==> src/rtl/absmem_check_seq.sv <==
// absmem_check_seq: upstream sequencer for the dual-side abstract memory.
// It issues one arm pulse, waits for both sides to commit (freezing each one
// as it commits), pulses compare, and latches a sticky pass/fail/timeout verdict
// together with the commit latency in RUN cycles.
module absmem_check_seq #(
  parameter int MAX_CYC = 64,
  parameter int CNT_W   = 8
) (
  input  logic             clk,
  input  logic             rst,
  input  logic             start,
  input  logic             vlg_done,
  input  logic             ila_done,
  input  logic             mem_equal,
  input  logic             state_eq,
  output logic             issue,
  output logic             compare,
  output logic             vlg_hold,
  output logic             ila_hold,
  output logic             busy,
  output logic             result_valid,
  output logic             pass,
  output logic             timeout,
  output logic [CNT_W-1:0] cycles
);

  localparam logic [CNT_W-1:0] LP_MAX = CNT_W'(MAX_CYC);
  localparam logic [CNT_W-1:0] LP_LIM = CNT_W'(MAX_CYC - 1);

  typedef enum logic [2:0] {
    S_IDLE,
    S_ISSUE,
    S_RUN,
    S_COMPARE,
    S_DONE
  } state_t;

  state_t           r_state;
  state_t           w_state_n;
  logic [CNT_W-1:0] r_cnt;
  logic             r_vlg_seen;
  logic             r_ila_seen;
  logic             r_issue;
  logic             r_compare;
  logic             r_busy;
  logic             r_result_valid;
  logic             r_pass;
  logic             r_timeout;
  logic [CNT_W-1:0] r_cycles;

  logic             w_vlg_seen_n;
  logic             w_ila_seen_n;
  logic             w_both;
  logic             w_at_limit;

  // A side counts as committed once its pulse arrives; repeats are harmless.
  assign w_vlg_seen_n = r_vlg_seen | vlg_done;
  assign w_ila_seen_n = r_ila_seen | ila_done;
  assign w_both       = w_vlg_seen_n & w_ila_seen_n;
  assign w_at_limit   = (r_cnt == LP_LIM);

  // Next-state logic; completing the pair beats the timeout limit.
  always_comb begin
    // NOTE: default first so every path assigns w_state_n and no latch is inferred.
    w_state_n = r_state;
    case (r_state)
      S_IDLE:    if (start) w_state_n = S_ISSUE;
      S_ISSUE:   w_state_n = S_RUN;
      S_RUN: begin
        if (w_both)          w_state_n = S_COMPARE;
        else if (w_at_limit) w_state_n = S_DONE;
      end
      S_COMPARE: w_state_n = S_DONE;
      S_DONE:    w_state_n = S_DONE;
      default:   w_state_n = S_IDLE;
    endcase
  end

  // State register; only rst leaves DONE.
  always_ff @(posedge clk) begin
    // NOTE: non-blocking assignments keep all registers updating from the same pre-edge values.
    if (rst) r_state <= S_IDLE;
    else     r_state <= w_state_n;
  end

  // Registered outputs, commit flags, counter and verdict.
  always_ff @(posedge clk) begin
    if (rst) begin
      r_cnt          <= '0;
      r_vlg_seen     <= 1'b0;
      r_ila_seen     <= 1'b0;
      r_issue        <= 1'b0;
      r_compare      <= 1'b0;
      r_busy         <= 1'b0;
      r_result_valid <= 1'b0;
      r_pass         <= 1'b0;
      r_timeout      <= 1'b0;
      r_cycles       <= '0;
    end else begin
      r_issue   <= (r_state == S_IDLE) && start;
      r_compare <= (r_state == S_RUN) && w_both;
      r_busy    <= (w_state_n == S_ISSUE) || (w_state_n == S_RUN) ||
                   (w_state_n == S_COMPARE);
      case (r_state)
        S_ISSUE: r_cnt <= '0;
        S_RUN: begin
          r_vlg_seen <= w_vlg_seen_n;
          r_ila_seen <= w_ila_seen_n;
          if (r_cnt != LP_MAX) r_cnt <= r_cnt + 1'b1;
          if (w_both) begin
            r_cycles <= r_cnt + 1'b1;
          end else if (w_at_limit) begin
            r_timeout      <= 1'b1;
            r_pass         <= 1'b0;
            r_cycles       <= LP_MAX;
            r_result_valid <= 1'b1;
          end
        end
        S_COMPARE: begin
          r_pass         <= mem_equal & state_eq;
          r_timeout      <= 1'b0;
          r_result_valid <= 1'b1;
        end
        default: ;
      endcase
    end
  end

  assign issue        = r_issue;
  assign compare      = r_compare;
  assign vlg_hold     = r_vlg_seen;
  assign ila_hold     = r_ila_seen;
  assign busy         = r_busy;
  assign result_valid = r_result_valid;
  assign pass         = r_pass;
  assign timeout      = r_timeout;
  assign cycles       = r_cycles;

endmodule

==> config.mk <==
export PLATFORM = sky130hd
export DESIGN_NAME = absmem_check_seq
export DESIGN_NICKNAME = d
export VERILOG_FILES = /design/src/rtl/absmem_check_seq.sv
export SDC_FILE = /design/constraint.sdc
export NUM_CORES = 1
export LEC_CHECK = 0
export CORE_UTILIZATION = 30
export CTS_CLUSTER_DIAMETER = 30
export CTS_CLUSTER_SIZE = 8
export DETAILED_ROUTE_END_ITERATION = 8
export PLACE_DENSITY = 0.59
export RECOVER_POWER = 25
export SLEW_MARGIN = 0
export SYNTH_ARGS = -nofsm -noshare
export SYNTH_HDL_FRONTEND = slang
export SYNTH_SLANG_ARGS = --single-unit
==> constraint.sdc <==
create_clock -name clk -period 3.5 [get_ports clk]
set_input_delay 0.525 -clock clk [delete_from_list [all_inputs] [get_ports clk]]
set_output_delay 0.525 -clock clk [all_outputs]
set_load 0.005 [all_outputs]
==> flow_summary.json <==
{
  "finClkSkew_ns": 0.00566,
  "r2r_cells": 4,
  "drc": 0,
  "hold_buffers": 0,
  "boundaryPins": 23,
  "switching_share_pct": 24.6,
  "yosysUniqueCellTypes": 45,
  "worst_pin_slew_ns": 0.706,
  "crit_end": "cycles[3]$_SDFFE_PP0P_",
  "syn_to_final_growth_pct": 22.8,
  "synth.yosys.seq_area_share_pct": 43.5,
  "cts_sinks": 27,
  "p_clk_share_pct": 31.4,
  "syn_inst": 133,
  "wl_per_cell_um": 13.8,
  "setup_tns_ns": 0,
  "fp.dieArea_mm2": 0.00440,
  "maxCapViolations": 0,
  "cts_buffer_depth": 2,
  "start_util_pct": 31.0,
  "rows": 23,
  "min_from": "timeout$_SDFFE_PP0P_",
  "drtAntennaViolNets": 0,
  "post-dp-hpwl_um": 2020,
  "num-fill-cells": 402,
  "path_clk_slew_ns": 0.09,
  "r2r_end": "cycles[1]$_SDFFE_PP0P_",
  "startpoint": "rst",
  "powerDensity_mw_per_mm2": 374,
  "ff2ff_setup_slack_ns": 1.70,
  "route.detailed.vias_per_inst": 5.20,
  "slew-limit-headroom_pct": 52.8,
  "synthArstFlopShare_pct": 0,
  "cts_tree": "yes",
  "hold_viol_final": 0,
  "r2r-start": "r_state[1]$_SDFF_PP0_",
  "slew_viol_final": 0,
  "setup_violations": 0,
  "path_class": "in2reg",
  "fmax_mhz": 468,
  "dr.pass1.iters": 4,
  "rsz0062_at_grt": "no",
  "postCtsSetupRepairBufs": 0,
  "start_kind": "input pin",
  "nets": 162,
  "leakagePower_nw": 0.552,
  "synth_edf_count": 0,
  "cp-end-kind": "flip-flop",
  "period_share_pct": 61.0,
  "htree_levels": 1,
  "worst_ep_required_time_ns": 3.67,
  "arrival_ns": 2.31,
  "gp_congestion": 0.766,
  "multi_input_area_um2": 637,
  "routed_wl_um": 2790,
  "crit_fanout": 17,
  "ys.flop_type": "dfxtp_1",
  "clock_tree.root_cell": "clkbuf_8",
  "cts_resized": 0,
  "p_total_mw": 0.570,
  "grt_use_total_pct": 14.0,
  "ys_ff_latch": 27,
  "grt_pass1_wl_um": 4700,
  "status": "finished clean",
  "core_mm2": 0.00400,
  "synth_nets": 142,
  "num_vias": 1050,
  "cts_buffers": 3,
  "power_frac_seq_pct": 57.0,
  "overflow": 0,
  "p_int_mw": 0.430,
  "peakVddDrop_mv": 0.177,
  "synth_warnings": 0,
  "grt_pass1_vias": 1026,
  "die_width_um": 66.3,
  "p_switching_mw": 0.140,
  "clk_latency_ns": 0.28,
  "synthesis.area_mm2": 0.00124,
  "hold_path.class": "reg2reg",
  "finalCriticalPeriod_ns": 2.14,
  "p_comb_share_pct": 11.7,
  "diodes": 0,
  "drt_iter0_drc": 42,
  "postSynthAreaPerCell_um2": 9.33,
  "antenna_found_initial": 0,
  "grt_max_degree": 18,
  "port_buffers": 22,
  "layout-drive-gt1-share_pct": 9.87,
  "regArea_um2": 541,
  "fp.dieH_um": 66.3
}
==> cells in the final DEF, fill, tap and decap left out, drive strengths merged, types with 3 or more instances in the layout <==
master	instances
and2	3
xnor2	4
inv	5
nand3	10
dlygate4sd3	7
dfxtp	27
a21oi	13
clkbuf	4
nand2b	3
clkdlybuf4s50	15
or3	5
nand2	7
a22o	5
nor2	7
o21ai	3
==> worst max-delay path, cell delays in order <==
cell	delay [ns]
dlygate4sd3_1	0.99
inv_1	0.21
a31o_2	0.32
a22o_1	0.25
==> worst min-delay path by stage <==
stage	endpoint	cells after the start
after floorplan	cycles[5]$_SDFFE_PP0P_	1
after global placement	timeout$_SDFFE_PP0P_	2
after detailed placement	timeout$_SDFFE_PP0P_	2
after CTS	timeout$_SDFFE_PP0P_	2
after global routing	timeout$_SDFFE_PP0P_	2
final	timeout$_SDFFE_PP0P_	2
==> layer usage <==
| layer | GRT usage (%) | vias to the layer above | wire, µm |
|---|---|---|---|
| li1 | - | 524 | - |
| met1 | 18.1 | 502 | 1320 |
| met2 | 22.8 | 19 | 1360 |
| met3 | 2.24 | 5 | 69 |
| met4 | 5.59 | 0 | 49 |
| met5 | 0 | - | 0 |
==> logic make-up (layout without fill, tap and decap cells) <==
logic type      Yosys count  after routing  share of synthesized area, %
mux                       1              1                         0.806
xor+xnor                  5              5                          3.53
flops                    27             27                          43.5
simple gates             49             49                          23.3
buf+inv                  12             31                          5.14
compound gates           37             37                          21.7
fa+ha+maj                 2              2                          2.02
==> state kept, by name, summed over array words and instances (netlist names) <==
register and count:
timeout 1, vlg_hold 1, ila_hold 1, busy 1, pass 1, cycles 8
compare 1, r_state 3, issue 1, r_cnt 8, result_valid 1
==> cell usage after synthesis (3+ instances only) <==
master,n,area share [%]
a21oi_1,11,4.4
a22o_1,5,3.5
and2_1,3,1.5
buf_2,3,1.2
dfxtp_1,27,44
inv_1,4,1.2
nand2_1,7,2.1
nand3_1,10,4.0
nor2_1,7,2.1
o21ai_0,3,1.2
or3_1,4,2.0
xnor2_1,4,2.8
==> metrics by stage <==
stage	hold WS, ns	cells	worst slack [ns]	util, %	area (µm²)
final	0.461	202	1.36	38.1	1520
after global routing	0.478	202	1.31	38.1	1520
after CTS	0.464	202	1.46	38.1	1520
after detailed placement	0.451	198	1.15	37.0	1480
after global placement	0.448	198	1.26	37.0	1480
after floorplan	0.451	133	1.94	-	1240
==> power by group through the flow <==
stage	clock [mW]	sequential [mW]	combinational, mW
after CTS	0.182	0.325	0.0679
after global routing	0.192	0.327	0.0727
after floorplan	0	0.329	0.0458
final	0.179	0.325	0.0664
after global placement	0	0.331	0.0653
after detailed placement	0	0.332	0.0678
==> final cells by class <==
class | count | area share, %
repair buffers | 22 | 14.4
clock buffers | 4 | 2.96
flip-flops and latches | 27 | 35.5
well taps | 50 | 4.11
inverters | 5 | 1.23
multi-input cells | 94 | 41.8
No activity file was read; power rests on OpenSTA's default activity.
